<file path="src/rtl/dmem_arbiter_pkg.sv">
// Shared types and constants for the two-master data-memory arbiter.
// Holds word width, FSM encodings, master indices and the latched request.
package dmem_arbiter_pkg;

  localparam int WORD_W = 32;

  typedef enum logic {
    IDLE   = 1'b0,
    ACCESS = 1'b1
  } state_t;

  localparam logic M0 = 1'b0;
  localparam logic M1 = 1'b1;

  typedef struct packed {
    logic              who;
    logic              we;
    logic [3:0]        be;
    logic [WORD_W-1:0] addr;
    logic [WORD_W-1:0] wd;
  } txn_t;

endpackage

</file>
<file path="src/rtl/dmem_arbiter_rr_pick2.sv">
// Two-way round-robin pick: one-hot grant and the pointer to use next.
// A lone requester always wins; on a tie the pointer decides.
module rr_pick2
  import dmem_arbiter_pkg::*;
(
  input  logic [1:0] req,
  input  logic       ptr,
  output logic [1:0] gnt,
  output logic       ptr_nxt
);

  logic pick0;
  logic pick1;

  assign pick0 = req[0] && (!req[1] || ptr == M0);
  assign pick1 = req[1] && (!req[0] || ptr == M1);

  always_comb begin
    gnt     = 2'b00;
    ptr_nxt = ptr;
    unique case (1'b1)
      pick0: begin
        gnt     = 2'b01;
        ptr_nxt = M1;
      end
      pick1: begin
        gnt     = 2'b10;
        ptr_nxt = M0;
      end
      default: ;
    endcase
  end

endmodule

</file>
<file path="src/rtl/dmem_arbiter.sv">
// Arbitrates two masters onto one word-addressed data memory.
// Grant in IDLE, one ACCESS cycle, then a registered done pulse.
module dmem_arbiter
  import dmem_arbiter_pkg::*;
#(
  parameter int WIDTH = 12
) (
  input  logic              clk,
  input  logic              reset,
  input  logic              m0_req,
  input  logic              m0_we,
  input  logic [3:0]        m0_be,
  input  logic [WORD_W-1:0] m0_addr,
  input  logic [WORD_W-1:0] m0_wd,
  output logic              m0_gnt,
  output logic              m0_done,
  output logic              m0_err,
  output logic [WORD_W-1:0] m0_rdata,
  input  logic              m1_req,
  input  logic              m1_we,
  input  logic [3:0]        m1_be,
  input  logic [WORD_W-1:0] m1_addr,
  input  logic [WORD_W-1:0] m1_wd,
  output logic              m1_gnt,
  output logic              m1_done,
  output logic              m1_err,
  output logic [WORD_W-1:0] m1_rdata,
  output logic              mem_we,
  output logic [3:0]        mem_be,
  output logic [WORD_W-1:0] mem_addr,
  output logic [WORD_W-1:0] mem_wd,
  input  logic [WORD_W-1:0] mem_rd
);

  localparam logic [WORD_W-1:0] AMASK =
    (WORD_W'(1) << WIDTH) - WORD_W'(1);

  state_t            state;
  logic              ptr;
  txn_t              lat;
  txn_t              nxt;
  logic [1:0]        pick;
  logic              ptr_nxt;
  logic              idle_ok;
  logic              acc;
  logic              in_range;
  logic [WORD_W-1:0] rdata_nxt;

  rr_pick2 u_pick (
    .req     ({m1_req, m0_req}),
    .ptr     (ptr),
    .gnt     (pick),
    .ptr_nxt (ptr_nxt)
  );

  assign idle_ok = (state == IDLE) && !reset;
  assign m0_gnt  = idle_ok && pick[0];
  assign m1_gnt  = idle_ok && pick[1];

  // Reset in ACCESS must not reach memory, so it masks the drive too.
  assign acc      = (state == ACCESS) && !reset;
  assign in_range = (lat.addr >> WIDTH) == '0;

  assign mem_we   = acc && lat.we && in_range;
  assign mem_be   = acc ? lat.be : 4'd0;
  assign mem_addr = acc ? ((lat.addr & AMASK) >> 2) : '0;
  assign mem_wd   = acc ? lat.wd : '0;

  assign rdata_nxt = (in_range && !lat.we) ? mem_rd : '0;

  always_comb begin
    nxt = '0;
    if (pick[1])
      nxt = '{who: M1, we: m1_we, be: m1_be,
              addr: m1_addr, wd: m1_wd};
    else
      nxt = '{who: M0, we: m0_we, be: m0_be,
              addr: m0_addr, wd: m0_wd};
  end

  always_ff @(posedge clk) begin
    if (reset) begin
      state    <= IDLE;
      ptr      <= M0;
      lat      <= '0;
      m0_done  <= 1'b0;
      m0_err   <= 1'b0;
      m0_rdata <= '0;
      m1_done  <= 1'b0;
      m1_err   <= 1'b0;
      m1_rdata <= '0;
    end else begin
      m0_done  <= 1'b0;
      m0_err   <= 1'b0;
      m0_rdata <= '0;
      m1_done  <= 1'b0;
      m1_err   <= 1'b0;
      m1_rdata <= '0;
      unique case (state)
        IDLE: begin
          if (|pick) begin
            state <= ACCESS;
            ptr   <= ptr_nxt;
            lat   <= nxt;
          end
        end
        ACCESS: begin
          state <= IDLE;
          if (lat.who == M1) begin
            m1_done  <= 1'b1;
            m1_err   <= !in_range;
            m1_rdata <= rdata_nxt;
          end else begin
            m0_done  <= 1'b1;
            m0_err   <= !in_range;
            m0_rdata <= rdata_nxt;
          end
        end
      endcase
    end
  end

endmodule

</file>
<file path="config.mk">
export PLATFORM = sky130hd
export DESIGN_NAME = dmem_arbiter
export DESIGN_NICKNAME = d
export VERILOG_FILES = /design/src/rtl/dmem_arbiter_pkg.sv /design/src/rtl/dmem_arbiter_rr_pick2.sv /design/src/rtl/dmem_arbiter.sv
export SDC_FILE = /design/constraint.sdc
export NUM_CORES = 1
export LEC_CHECK = 0
export CORE_UTILIZATION = 37
export DETAILED_ROUTE_END_ITERATION = 7
export GPL_ROUTABILITY_DRIVEN = 0
export PLACE_DENSITY = 0.77
export SLEW_MARGIN = 20
export SYNTH_ARGS = -nofsm -noshare
export SYNTH_HDL_FRONTEND = slang
export SYNTH_SLANG_ARGS = --single-unit
</file>
<file path="constraint.sdc">
create_clock -name clk -period 1.5 [get_ports clk]
set_input_delay 0.3 -clock clk [delete_from_list [all_inputs] [get_ports clk]]
set_output_delay 0.3 -clock clk [all_outputs]
set_load 0.005 [all_outputs]
</file>
==> results of run 1 <==
## power by group through the flow
stage / clock network [mW] / registers [mW] / logic (mW)
2_1_floorplan: 0 / 4.01 / 0.989
3_3_place_gp: 0 / 4.03 / 1.80
3_5_place_dp: 0 / 4.04 / 1.82
4_1_cts: 4.96 / 3.98 / 2.48
5_1_grt: 5.18 / 4.01 / 2.98
6_report: 4.97 / 3.99 / 2.82
## cells in the mapped netlist, drive strengths merged
library cell	count	area share, %
o21ba	1	0.16
a21oi	4	0.31
o21a	1	0.12
nor3	2	0.16
inv	4	0.24
dfxtp	138	43
nand2b	35	3.4
clkbuf	44	2.6
and3	1	0.098
nand2	4	0.24
nand3b	67	7.9
nand3	1	0.078
o21ai	67	5.3
a311oi	68	9.3
and2	47	4.6
nor4	69	12
conb	1	0.059
nor2	68	4.0
buf	60	6.1
nor2b	2	0.20
o32ai	1	0.14
## path summary, 6_finish.rpt
kind | cells after the start | endpoint | slack, ps | from
max | 6 | mem_wd[6] | -390 | state$_SDFF_PP0_
min | 3 | lat[24]$_SDFFE_PP0P_ | 330 | reset
max reg2reg | 9 | m0_rdata[14]$_SDFF_PP0_ | -210 | state$_SDFF_PP0_
min reg2reg | 2 | lat[9]$_SDFFE_PP0P_ | 490 | lat[9]$_SDFFE_PP0P_
## metal layers
metal	share of wire, %	wire (um)	global-route usage, %	vias up
met5	0	0	0	-
met1	38	9670	29.3	3279
li1	-	-	-	3157
met3	6.3	1620	6.35	37
met2	54	13800	48.8	282
met4	2.1	530	9.66	0
## per-stage QoR
step	setup TNS, ps	setup slack [ps]	util [%]	area [um2]	instances
2_1_floorplan	0	4.69	-	6450	706
3_3_place_gp	-53680	-583	57.6	9610	1162
3_5_place_dp	-57410	-679	57.6	9610	1162
4_1_cts	-28420	-432	70.1	11700	1249
5_1_grt	-29170	-443	74.7	12500	1265
6_report	-21330	-390	74.7	12500	1265
## cell families after synthesis
family / count (synthesis)
buffers and inverters: 108
AOI/OAI and AO/OA: 142
other: 1
and+or+nand+nor: 296
DFF: 138
## final cells by class
class / instances / area [um2] / area share (%)
multi-input combinational: 460 / 3980 / 31.9
inverter: 4 / 15.0 / 0.120
sequential: 138 / 2780 / 22.2
tap: 220 / 275 / 2.21
timing repair buffer: 412 / 4730 / 38.0
clock buffer: 21 / 480 / 3.85
clock inverter: 10 / 210 / 1.69
## cell usage in the layout, fill, tap and decap left out, types with 2 or more instances in the layout
| cell type | instances |
|---|---|
| buf_2 | 7 |
| nand3b_1 | 67 |
| bufbuf_16 | 2 |
| clkbuf_16 | 20 |
| bufinv_16 | 6 |
| buf_8 | 11 |
| a311oi_2 | 9 |
| a311oi_1 | 59 |
| clkbuf_2 | 2 |
| dfxtp_2 | 10 |
| nor4_4 | 52 |
| dlygate4sd2_1 | 69 |
| nor2_1 | 67 |
| buf_4 | 39 |
| buf_12 | 26 |
| buf_6 | 67 |
| and2_1 | 5 |
| nor2b_4 | 2 |
| nor4_2 | 17 |
| o21ai_0 | 49 |
| inv_6 | 2 |
| conb_1 | 22 |
| nand2_8 | 2 |
| nand2b_1 | 33 |
| buf_16 | 20 |
| and2_4 | 42 |
| nand2b_4 | 2 |
| clkdlybuf4s50_1 | 166 |
| dfxtp_1 | 128 |
| o21ai_1 | 18 |
| clkbuf_8 | 4 |
| inv_2 | 3 |
| a21oi_2 | 3 |
## sequential cells by signal, summed over array words and instances (netlist names)
register,cells
m0_done,1
m0_err,1
lat,68
state,1
m1_done,1
m1_err,1
m0_rdata,32
ptr,1
m1_rdata,32
## worst max-delay path: stages, from the launching register on
cell	delay, ps
dfxtp_2	320
nor2b_4	230
buf_12	160
buf_12	110
clkbuf_16	140
and2_4	140
buf_6	80
## what timing repair did
| action | 4_1_cts | 5_1_grt |
|---|---|---|
| pin swaps | 50 | 74 |
| hold buffers | 0 | 0 |
| endpoints found under the setup margin | 223 | 181 |
| buffers inserted | 34 | 24 |
| cloned | 23 | 3 |
| gates resized for setup | 363 | 199 |
| hold endpoints to repair | 0 | 0 |
==> results.cfg, run 1 <==
[drt]
drt_iter0_drc = 313
dr.pass1.iters = 5
antenna_violating_nets_post_route = 0
vias = 6755
drc = 0
drt-vias-per-instance = 5.34
wl_per_cell_um = 20.2
routed_wirelength_um = 25600

[floorplan]
die_h_um = 133
rows = 47
core_area_um2 = 16700
die_x_um = 133
die-area_um2 = 17800
boundaryPins = 313
start_util_pct = 38.2

[timing]
period_needed_ps = 1890
clock.fmax_mhz = 529
grt_setup_unrepaired = true
slew_viol_final = 0
fin_hold_ws_ps = 327
fin_ws_ps = -390
setup_viol = 117
finalHoldViolCount = 0
skew_ps = 10.4
fin_crit_sh_pct = 126

[synthesis]
ys_types = 27
netlist_area_um2 = 6370
synth_compound_area_share_pct = 15.3
yosys.area_share.xor_xnor_pct = 0
synthSimpleGateAreaFrac_pct = 32.4
synth_area_per_cell_um2 = 9.31
synthMuxAreaShare_pct = 0
synth_top_family_by_area = simple AND/OR/NAND/NOR gates
synth_warnings = 0
synth-adder-area-share_pct = 0
ys_ff_latch = 138
syn_inst = 685
yosysSeqAreaShare_pct = 43.3

[global_routing]
grt_usage_pct = 26.5
grt_overflow_total = 0
antenna_found_initial = 0
grt_max_degree = 48
grt_pass1_vias = 6551
grt_pass1_wl_um = 36300

[pwr]
seqPwrFrac_pct = 33.9
swShare_pct = 26.3
peakVddDrop_mv = 0.738
internal-power_mw = 8.69
p_per_area_nw_per_um2 = 945
p_total_mw = 11.8
combPwrFrac_pct = 24.0
p_clk_share_pct = 42.2
leakage_nw = 5.31
p_sw_mw = 3.10

[cells_and_area]
area_delta_synth_final_pct = 95.7
nets = 1207
drive_gt1_share_pct = 34.1
diodes = 0
fill_cells = 1119

[clock_tree]
tritoncts = yes
insertion_delay_ps = 410
clk_pin_slew_ps = 60
cts-root-buf = clkbuf_16
clock_sinks = 138
cts.path.max_buffers = 2
h-tree-depth = 4
cts_made_buffers = 17

[placed_design]
port_buffers = 286
dp_hpwl_um = 14000

[worst_hold_path]
hp-class = in -> reg

[outcome]
violations = setup timing
outcome = complete, but fails checks

[critical_path]
required_ps = 1200
critical_path_class = reg -> out
end_kind = output port
start_kind = register
worstPathMaxFanout = 7
worstPathArrival_ps = 1590

[run]
cap_violations = 0
Note: power is estimated with default switching activity, not from simulation.
==> run 2, diff against run 1 <==
--- a/config.mk
+++ b/config.mk
@@ -8,6 +8,7 @@
 export CORE_UTILIZATION = 37
 export DETAILED_ROUTE_END_ITERATION = 7
 export GPL_ROUTABILITY_DRIVEN = 0
+export GPL_TIMING_DRIVEN = 0
 export PLACE_DENSITY = 0.77
 export SLEW_MARGIN = 20
 export SYNTH_ARGS = -nofsm -noshare
==> run 2 against run 1 <==
The run still ends with setup timing left. Worst hold slack better by 19 ps. Clock skew rose by 1.8 ps. Clock power decreased by 10%. Largest cell class unchanged.
==> results.cfg, run 2 (synthesis gave the netlist of run 1 again) <==
[outcome]
outcome = complete, but fails checks
violations = setup timing

[timing]
slew_viol_final = 0
fin_ws_ps = -481
clock.fmax_mhz = 505
finalHoldViolCount = 0
fin_setup_tns_ps = -30840
fin_crit_sh_pct = 132
setup_viol = 105
period_needed_ps = 1980
skew_ps = 12.2
tightest_slew_ps = 560
grt_setup_unrepaired = true
relSlewSlack_pct = 62.7

[drt]
vias = 6812
antenna_violating_nets_post_route = 0
wl_met3_um = 2040
drt-met1-wl_um = 9420
drt-vias-per-instance = 5.27
dr.pass1.iters = 5
wl_per_cell_um = 20.1
top_layer_used = met5
drc = 0
wl_met2_um = 13400
drt_iter0_drc = 367
routed_wirelength_um = 25900

[cells_and_area]
nets = 1233
stdcell_area_um2 = 12000
drive_gt1_share_pct = 32.0
layout_commonest_cell = clkdlybuf4s50_1
largest-register = lat
reg_top3 = lat x68, m0_rdata x32, m1_rdata x32
largest_reg_flops = 68
final_cells = 1292
layout_common_cells = clkdlybuf4s50_1, dfxtp_1, buf_6
area_delta_synth_final_pct = 87.8
diodes = 0

[critical_path]
worstRegToRegCells = 7
critical_path_class = reg -> out
rr_startpoint = lat[52]$_SDFFE_PP0P_
r2r_slack_ps = -370
cp_cell_sequence = nor4_4 -> nand2_1 -> clkbuf_8 -> nor3_2 -> buf_2
required_ps = 1200
regToRegEndpoint = m0_rdata[18]$_SDFF_PP0_
worstPathArrival_ps = 1680
worstPathMaxFanout = 2
start_kind = register
end_kind = output port
worst_path_largest_cell_delay_ps = 340
crit_path_top_delay_cell = dfxtp_2

[clock_tree]
h-tree-depth = 4
postCtsHoldBufs = 0
insertion_delay_ps = 420
cts.path.max_buffers = 2
clk_pin_slew_ps = 60
clock_sinks = 138
tritoncts = yes
cts_made_buffers = 17
cts-root-buf = clkbuf_16

[worst_hold_path]
hold_start = reset
hp-class = in -> reg
holdPathStages = 3
worstHoldEndpoint = state$_SDFF_PP0_

[global_routing]
grt_pass1_vias = 6758
antenna_found_initial = 1
grt_overflow_total = 0
grt_usage_pct = 27.1
grt_pass1_wl_um = 36800
grt_max_degree = 17

[floorplan]
start_util_pct = 38.2
boundaryPins = 313
die_h_um = 133
core_area_um2 = 16700
rows = 47
die_x_um = 133
die-area_um2 = 17800

[placed_design]
dp_hpwl_um = 16600
dpl-instance-area_um2 = 9570
placed_cells = 1210
port_buffers = 284

[pwr]
p_total_mw = 11.1
p_per_area_nw_per_um2 = 929
leakage_nw = 5.13
peakVddDrop_mv = 0.819

[run]
cap_violations = 0
-- run 2: cell type report --
type | instances | area [um2]
clock buffers | 19 | 453
inverters | 4 | 15.0
well taps | 220 | 275
flip-flops and latches | 138 | 2780
multi-input cells | 460 | 3910
plain buffers | 98 | 838
clock inverters | 13 | 165
repair buffers | 340 | 3540
fillers | 1212 | 4730
-- run 2: repair_timing --
action                                 in CTS  in global routing
endpoints found under the hold margin       0                  0
pin swaps                                  91                 34
setup endpoints to repair                 250                180
gates cloned                                9                  8
gates resized for setup                   479                154
setup buffers                              35                 19
-- run 2: how the worst max path moves through the flow --
stage	start	end	slack, ps	cells past startpoint
4_1_cts	state$_SDFF_PP0_	mem_we	-470	6
5_1_grt	lat[52]$_SDFFE_PP0P_	mem_we	-550	5
6_report	lat[46]$_SDFFE_PP0P_	mem_we	-480	5
3_3_place_gp	m0_req	m1_gnt	-1250	7
2_1_floorplan	reset	mem_wd[10]	5	5
3_5_place_dp	m0_req	m1_gnt	-1260	7
-- run 2: layer usage --
layer / vias up / GRT usage [%]
met4: 2 / 12.6
met2: 326 / 48.0
met3: 64 / 8.03
met5: - / 0
li1: 3211 / -
met1: 3209 / 29.7
-- run 2: power by group --
part | internal, mW | leakage [nW] | total (mW) | switching [mW]
Sequential | 3.86 | 1.13 | 3.99 | 0.130
Combinational | 1.40 | 3.70 | 2.68 | 1.28
Clock | 2.72 | 0.292 | 4.45 | 1.73
-- run 2: critical path: cells and delay by family, from the launching register on --
| family | cells | cell delay [ps] |
|---|---|---|
| buffers and inverters | 2 | 300 |
| flip-flops | 1 | 340 |
| AND/OR/NAND/NOR | 3 | 610 |
-- run 2: through the flow --
stage | util [%] | setup slack (ps) | hold WS, ps
finish | 71.7 | -481 | 345
global route | 71.7 | -549 | 355
CTS | 67.2 | -467 | 317
detailed placement | 57.3 | -1260 | 488
global placement | 57.3 | -1250 | 482
floorplan | - | 4.69 | 410
